===== src/rtl/mdm_pkg.sv =====
// Shared definitions for the MDM stream loopback slice: run-time mode encodings
// and a constant-foldable ceil(log2) helper for parameter-derived widths.
package mdm_pkg;

  typedef enum logic [1:0] {
    MDM_MODE_LOOP = 2'd0,
    MDM_MODE_INV  = 2'd1,
    MDM_MODE_PAT  = 2'd2,
    MDM_MODE_RSVD = 2'd3
  } mdm_mode_e;

  function automatic int clog2(input int value);
    int result;
    result = 0;
    while ((1 << result) < value) begin
      result = result + 1;
    end
    return result;
  endfunction

endpackage


===== src/rtl/mdm_sync_fifo.sv =====
// Single-clock FIFO with registered storage and extended pointers; the head word
// is shown straight from the read pointer so a push is visible the next cycle.
module mdm_sync_fifo #(
  parameter int DATA_W = 8,
  parameter int DEPTH  = 16
) (
  input  logic                      clk_i,
  input  logic                      rst_ni,
  input  logic                      push_i,
  input  logic [DATA_W-1:0]         push_data_i,
  input  logic                      pop_i,
  output logic [DATA_W-1:0]         head_o,
  output logic                      full_o,
  output logic                      empty_o,
  output logic [$clog2(DEPTH):0]    level_o
);

  localparam int AW = $clog2(DEPTH);
  localparam int PW = AW + 1;

  logic [DATA_W-1:0] mem_q [DEPTH];
  logic [PW-1:0]     wr_ptr_q;
  logic [PW-1:0]     rd_ptr_q;

  always_ff @(posedge clk_i or negedge rst_ni) begin
    if (!rst_ni) begin
      wr_ptr_q <= '0;
      rd_ptr_q <= '0;
    end else begin
      if (push_i) wr_ptr_q <= wr_ptr_q + PW'(1);
      if (pop_i)  rd_ptr_q <= rd_ptr_q + PW'(1);
    end
  end

  // Storage needs no reset: contents are only observed while non-empty.
  always_ff @(posedge clk_i) begin
    if (push_i) mem_q[wr_ptr_q[AW-1:0]] <= push_data_i;
  end

  assign full_o  = (wr_ptr_q[PW-1] != rd_ptr_q[PW-1]) &&
                   (wr_ptr_q[AW-1:0] == rd_ptr_q[AW-1:0]);
  assign empty_o = (wr_ptr_q == rd_ptr_q);
  assign level_o = wr_ptr_q - rd_ptr_q;
  assign head_o  = mem_q[rd_ptr_q[AW-1:0]];

endmodule


===== src/rtl/mdm_stream_loopback.sv =====
// AXI-Stream byte loopback: mode-selected push source into a FIFO whose head is
// forked losslessly to the UART TX stream and the ASK tap, with drop count and LED.
module mdm_stream_loopback
  import mdm_pkg::*;
#(
  parameter int DATA_W       = 8,
  parameter int DEPTH        = 16,
  parameter int DROP_ON_FULL = 1,
  parameter int TAP_EN       = 1,
  parameter int CNT_W        = 16,
  parameter int LED_HOLD     = 5_000_000
) (
  input  logic                         CLOCK,
  input  logic                         RESET_N,
  input  logic [1:0]                   mode,
  input  logic [DATA_W-1:0]            s_tdata,
  input  logic                         s_tvalid,
  output logic                         s_tready,
  output logic [DATA_W-1:0]            m_tdata,
  output logic                         m_tvalid,
  input  logic                         m_tready,
  output logic [DATA_W-1:0]            a_tdata,
  output logic                         a_tvalid,
  input  logic                         a_tready,
  output logic [$clog2(DEPTH+1)-1:0]   level,
  output logic [CNT_W-1:0]             drop_cnt,
  output logic                         led
);

  localparam int LED_W = clog2(LED_HOLD + 1);

  logic              rdy_q;
  logic [DATA_W-1:0] pat_q, pat_d;
  logic [CNT_W-1:0]  drop_q, drop_d;
  logic              m_done_q, m_done_d;
  logic              a_done_q, a_done_d;
  logic [LED_W-1:0]  led_q, led_d;

  logic              push, pop, drop, full, empty, is_pat;
  logic              m_hs, a_hs, m_ok, a_ok;
  logic [DATA_W-1:0] push_data, head;
  mdm_mode_e         mode_e;

  assign mode_e = mdm_mode_e'(mode);

  mdm_sync_fifo #(
    .DATA_W (DATA_W),
    .DEPTH  (DEPTH)
  ) u_fifo (
    .clk_i       (CLOCK),
    .rst_ni      (RESET_N),
    .push_i      (push),
    .push_data_i (push_data),
    .pop_i       (pop),
    .head_o      (head),
    .full_o      (full),
    .empty_o     (empty),
    .level_o     (level)
  );

  // Push source: full is sampled before any same-cycle pop, so a push at full
  // stalls or drops even if the head leaves this cycle.
  always_comb begin
    is_pat    = (mode_e == MDM_MODE_PAT);
    s_tready  = rdy_q;
    push      = 1'b0;
    drop      = 1'b0;
    push_data = s_tdata;
    pat_d     = pat_q;
    if (is_pat) begin
      push      = rdy_q & ~full;
      push_data = pat_q;
      if (push) pat_d = pat_q + DATA_W'(1);
    end else begin
      if (DROP_ON_FULL == 0) s_tready = rdy_q & ~full;
      if (mode_e == MDM_MODE_INV) push_data = ~s_tdata;
      push = s_tvalid & s_tready & ~full;
      drop = s_tvalid & s_tready & full;
    end
  end

  always_comb begin
    m_tvalid = ~empty & ~m_done_q;
    a_tvalid = (TAP_EN != 0) & ~empty & ~a_done_q;
    m_tdata  = empty ? '0 : head;
    a_tdata  = empty ? '0 : head;
    m_hs     = m_tvalid & m_tready;
    a_hs     = a_tvalid & a_tready;
    m_ok     = m_done_q | m_hs;
    a_ok     = (TAP_EN == 0) | a_done_q | a_hs;
    pop      = ~empty & m_ok & a_ok;
    m_done_d = ~pop & m_ok;
    a_done_d = ~pop & (a_done_q | a_hs);
  end

  always_comb begin
    drop_d = drop_q;
    if (drop && !(&drop_q)) drop_d = drop_q + CNT_W'(1);
    led_d = led_q;
    if (push || pop)        led_d = LED_W'(LED_HOLD);
    else if (led_q != '0)   led_d = led_q - LED_W'(1);
  end

  always_ff @(posedge CLOCK or negedge RESET_N) begin
    if (!RESET_N) begin
      rdy_q    <= 1'b0;
      pat_q    <= '0;
      drop_q   <= '0;
      m_done_q <= 1'b0;
      a_done_q <= 1'b0;
      led_q    <= '0;
    end else begin
      rdy_q    <= 1'b1;
      pat_q    <= pat_d;
      drop_q   <= drop_d;
      m_done_q <= m_done_d;
      a_done_q <= a_done_d;
      led_q    <= led_d;
    end
  end

  assign drop_cnt = drop_q;
  assign led      = (led_q != '0);

endmodule


===== config.mk =====
export PLATFORM = sky130hd
export DESIGN_NAME = mdm_stream_loopback
export DESIGN_NICKNAME = d
export VERILOG_FILES = /design/src/rtl/mdm_pkg.sv /design/src/rtl/mdm_sync_fifo.sv /design/src/rtl/mdm_stream_loopback.sv
export SDC_FILE = /design/constraint.sdc
export NUM_CORES = 1
export LEC_CHECK = 0
export BUFFER_PORTS_ARGS = -buffer_cell sky130_fd_sc_hd__buf_2
export CORE_ASPECT_RATIO = 0.7
export CORE_UTILIZATION = 67
export CTS_BUF_LIST = sky130_fd_sc_hd__clkbuf_8
export CTS_CLUSTER_SIZE = 10
export DETAILED_ROUTE_END_ITERATION = 12
export GPL_TIMING_DRIVEN = 0
export PLACE_DENSITY = 0.87
export SLEW_MARGIN = 5
export SYNTH_ARGS = -nofsm -noshare
export SYNTH_HDL_FRONTEND = slang
export SYNTH_SLANG_ARGS = --single-unit
export TNS_END_PERCENT = 50

===== constraint.sdc =====
create_clock -name CLOCK -period 9.5 [get_ports CLOCK]
set_input_delay 1.9 -clock CLOCK [delete_from_list [all_inputs] [get_ports CLOCK]]
set_output_delay 1.9 -clock CLOCK [all_outputs]
set_load 0.005 [all_outputs]

# Yosys cells after proc, flatten, opt, wreduce, memory -nomap -nowiden
# Memories as Yosys holds them, arrays and structs flattened.
# Index checks and enable logic that the tools add are counted.
# Widths: inputs -> output; s select.
# totals
register_bits	60
mem_bits_rw	128
in_bits	15
elab_cells	57
n_memories	1
# mem_list
memory	depth	word_bits	rd	rd_ports_with_merged_regs	write_ports	line	source
u_fifo.mem_q	16	8	1	0	1	mdm_sync_fifo.sv:21	logic [DATA_W-1:0] mem_q [DEPTH];
# classes
n_addsub	6
n_eq_ne	5
n_mux	9
bitwise_logic	20
reduce_logical	8
# op_table
op	n
$mux 23	2
$mux 8	3
$reduce_bool 23->1	1
$sub 23x1->23 const B	1
$add 16x1->16 const B	1
$reduce_and 16->1	1
$and 1x1->1	12
$add 5x1->5 const B	2
$add 8x1->8 const B	1
$not 8->8	1
$eq 5x5->1	1
$not 1->1	5
$sub 5x5->5	1
$eq 4x4->1	1
$mux 1	4
$eq 2x1->1 const B	1
$eq 2x2->1 const B	1
$logic_and 1x1->1	2
$or 1x1->1	2
$reduce_and 2->1	1
$reduce_bool 2->1	1
$logic_not 1->1	1
$logic_or 1x1->1	1
$ne 1x1->1	1

# Longest topological paths before layout
# logic_depth
ltp_word	9
ltp_mapped	11
ltp_nobuf	7

# Hierarchy
# A second synthesis with hierarchy kept.
# unflattened
cells_unflattened	585
area_unflattened_um2	8449.4
# modules_own_cells
module	n_inst	cells_per_inst	area_each_um2	seq_area_each_um2
mdm_sync_fifo	1	295	5631.7	4093.9
mdm_stream_loopback	1	290	2817.7	1251.2

# Least setup slack after synthesis
# No wires, ideal clock.
# synth_path
kind	reg2out
startpoint	register u_fifo.rd_ptr_q[2]
endpoint	output port m_tdata[0]
arrival_ps	2269
slack_ps	5331
stages_incl_launch_ff	9
path_cell_list	dfrtp_1 > inv_2 > buf_1 > ha_1 > and4_1 > nand2_1 > nand2_1 > o22ai_1 > buf_4
# synth_between
elab_chain_len	2
# synth_lines
item	line	source
start, declared	mdm_sync_fifo.sv:23	logic [PW-1:0] rd_ptr_q;
start signal, assigned	mdm_sync_fifo.sv:31	if (pop_i) rd_ptr_q <= rd_ptr_q + PW'(1);
$mem_v2 16x8 or $eq 5x5->1 (tied branches)	-	
$mux 8 (*)	-	
end, declared	mdm_stream_loopback.sv:19	output logic [DATA_W-1:0] m_tdata,
# Every way passes the cells marked *; elsewhere a longest branch is shown, timed or not.

# Worst setup path after layout
# layout_path
startpoint	register u_fifo.rd_ptr_q[1]
endpoint	output port m_tdata[0]
# layout_between
elab_chain_len	2
# layout_lines
item	line	source
$mem_v2 16x8 or $eq 5x5->1 (tied branches)	-	
$mux 8 (*)	mdm_stream_loopback.sv:85	m_tdata = empty ? '0 : head;
# Marked as above.

==> metrics.txt <==
status finished, final reports clean; GRT busiest layer met2; Finish-stage setup viols 0; effective utilization at floorplan 69.9%; CTS clock-pin slew for the worst setup and hold paths 0.11 ns; Synth Instances 558; WP data arrival 3.68 ns; clock buffer depth 2; number of vias per cell 6.34; I/O Buffers 53; drt drc 0; Crit-path slowest cell clkbuf_1; Worst slew margin 14.8%; yosys warns 0; die height 95.4 um; post-synthesis async set-or-reset flop share 31.9%; full die area 0.0129 sq mm; ANT cells 0; WL final 17.5 mm; syn nets 586; area delta synth->final 10.6%; WL per Instance 21.8 um; DIE WIDTH 135 um; DP Area 0.00880 sq mm; Final Util 77.3%; Vias 5071; Power Dens Cells 278 mW/mm^2; Mapped Area 0.00834 sq mm; placer congestion estimate 0.835; post-synth top area share 46.1%; critical path startpoint category flip-flop; clock sinks 188; crit path cell chain clkbuf_1 -> clkbuf_1 -> inv_1 -> ha_1 -> and4_1 -> nand2_1 -> nand2_1 -> o22ai_1 -> buf_4 -> buf_2; sequential area share after synthesis 64.1%; TNS Setup 0 ns; gr usage total 29.6%; vias in the first global route 4922; Max Slew Vio Count 0; period utilisation layout 58.7%; global-route wire length before repair 27.1 mm; placed insts 768; total congestion overflow 0; DP Wirelength 11.8 mm; crit path from u_fifo.rd_ptr_q[1]$_DFFE_PN0P_; largest net degree at the start of global routing 61; # rows 33; RR Startpoint u_fifo.rd_ptr_q[1]$_DFFE_PN0P_; First-pass DRT Iterations 5; # nets final 658; crit-path max cell delay 0.60 ns; critical path class reg -> out; met3 usage 5.95%; number of cells upsized or downsized after cts 0; crit-path max FO 10; Max IR drop VDD 0.145 mV; Filler cells 669; initial DRC count 541; worst slew pin tran 1.28 ns; Setup crit end kind primary output; Finished Cell Area 0.00923 sq mm; unrepaired setup endpoints after global routing no; Core Region 0.0119 sq mm; hold buffer count at cts 0; # IOs 56; CTS buffer count 17; type of the worst min-delay path reg -> reg; Reg area 0.00535 sq mm; CTS tree yes; initial antenna violation count 0; unique cell type count in the Yosys netlist 56; number of H-tree levels 4; dominant cells by area after synthesis edfxtp_1 (46%), dfrtp_1 (18%), mux4_2 (8.6%); root buf cell clkbuf_8; endpoints failing hold 0; worst skew pair latency 0.47 ns; R2R depth 10; Crit path required time 7.60 ns; Seq cells post-synth 188; Pleak 3.50 nW; share of cells above drive strength 1 23.2%; post-synth top area cell edfxtp_1; FF-to-FF setup slack 5.48 ns; Fmax achieved 179 MHz; Power, Total 2.57 mW; Max Cap Viol 0; Post-CTS Setup Repair Bufs 0; non-filler cells, final 800; Final min period 5.58 ns; Avg Cell Area, Syn 14.9 sq um; met1 global-route usage 42.1%; RR Endpoint led_q[4]$_DFFE_PN0P_; post-route ant nets 0; top_reg_cell synth edfxtp_1; number of flops mapped to enable cells by yosys 128; Worst Setup EP m_tdata[0]; GR Layer Usage met2 46.7%; Multi-input gate area 0.00281 sq mm; clk_skew 0.0170 ns
[area by class of cell]
| cell class | instances | area share, % |
|---|---|---|
| sequential | 188 | 57.9 |
| clock buffer | 17 | 2.54 |
| timing repair buffer | 53 | 2.90 |
| inverter | 14 | 0.569 |
| tap | 157 | 2.13 |
| buffer | 26 | 1.56 |
| clock inverter | 15 | 1.97 |
| multi-input combinational | 330 | 30.4 |
[routing by layer]
metal / part of all wire, % / vias to the layer above
met5: 0 / -
met4: 0.77 / 0
met3: 7.2 / 14
met2: 49 / 244
met1: 43 / 2558
li1: - / 2255
[sequential cells by signal, indices dropped and copies added (netlist names)]
name,flops
m_done_q,1
pat_q,8
u_fifo.mem_q,128
u_fifo.rd_ptr_q,5
led_q,23
drop_cnt,16
s_tready,1
u_fifo.wr_ptr_q,5
a_done_q,1
[power by group]
| part | switching, mW | internal, mW |
|---|---|---|
| Combinational | 0.519 | 0.444 |
| Sequential | 0.0737 | 0.982 |
| Clock | 0.304 | 0.244 |
| Total | 0.897 | 1.67 |
[cell usage in the layout, fill, tap and decap left out, types with 5 or more instances in the layout]
master	n
edfxtp_1	128
dfrtp_1	60
buf_2	56
nor2_1	36
mux4_2	32
xor2_1	26
xnor2_1	25
mux2i_1	24
nand2_1	24
and2_1	17
clkbuf_8	17
a21oi_1	16
inv_1	13
ha_1	12
clkbuf_1	11
nand4_1	11
nand3_1	11
buf_4	10
o22ai_1	8
nor3_1	8
nor4_1	8
or3_1	8
o21ai_0	7
and3_1	6
o211ai_1	5
[through the flow]
step / setup slack [ns] / hold WS [ns]
global route: 3.78 / 0.517
global placement: 4.61 / 0.474
detailed placement: 4.50 / 0.479
CTS: 3.93 / 0.497
floorplan: 5.33 / 0.445
finish: 3.92 / 0.492
[synthesized netlist by cell type (all sizes together) (12+ instances only)]
master    n
a21oi    18
and2     18
buf      15
dfrtp    60
edfxtp  128
ha       12
inv      14
mux2i    24
mux4     32
nand2    24
nor2     36
xnor2    26
xor2     26
[worst min-delay path by stage]
| stage | from | endpoint | slack, ns | cells after the start |
|---|---|---|---|---|
| floorplan | pat_q[7]$_DFFE_PN0P_ | pat_q[7]$_DFFE_PN0P_ | 0.44 | 1 |
| global placement | pat_q[7]$_DFFE_PN0P_ | pat_q[7]$_DFFE_PN0P_ | 0.47 | 1 |
| detailed placement | pat_q[7]$_DFFE_PN0P_ | pat_q[7]$_DFFE_PN0P_ | 0.48 | 1 |
| CTS | pat_q[7]$_DFFE_PN0P_ | pat_q[7]$_DFFE_PN0P_ | 0.50 | 1 |
| global route | pat_q[7]$_DFFE_PN0P_ | pat_q[7]$_DFFE_PN0P_ | 0.52 | 1 |
| finish | pat_q[7]$_DFFE_PN0P_ | pat_q[7]$_DFFE_PN0P_ | 0.49 | 1 |
[cells by family after synthesis]
kind of cell               Yosys count  share of synthesized area (%)
adders and majority gates           13                           2.04
other                                1                         0.0450
buffers and inverters               40                           2.35
and+or+nand+nor                    153                           9.96
xor gates and xnor gates            52                           5.55
AOI/OAI and AO/OA                   52                           4.05
DFF                                188                           64.1
muxes                               59                           11.9
[worst max-delay path: cells and delay by family, from the launching register on]
family | cells | cell delay [ns]
adders and majority gates | 1 | 0.36
DFF | 1 | 0.43
and+or+nand+nor | 3 | 0.65
buffers and inverters | 5 | 1.44
AOI/OAI and AO/OA | 1 | 0.35
Power figures use the tool's default switching activity.
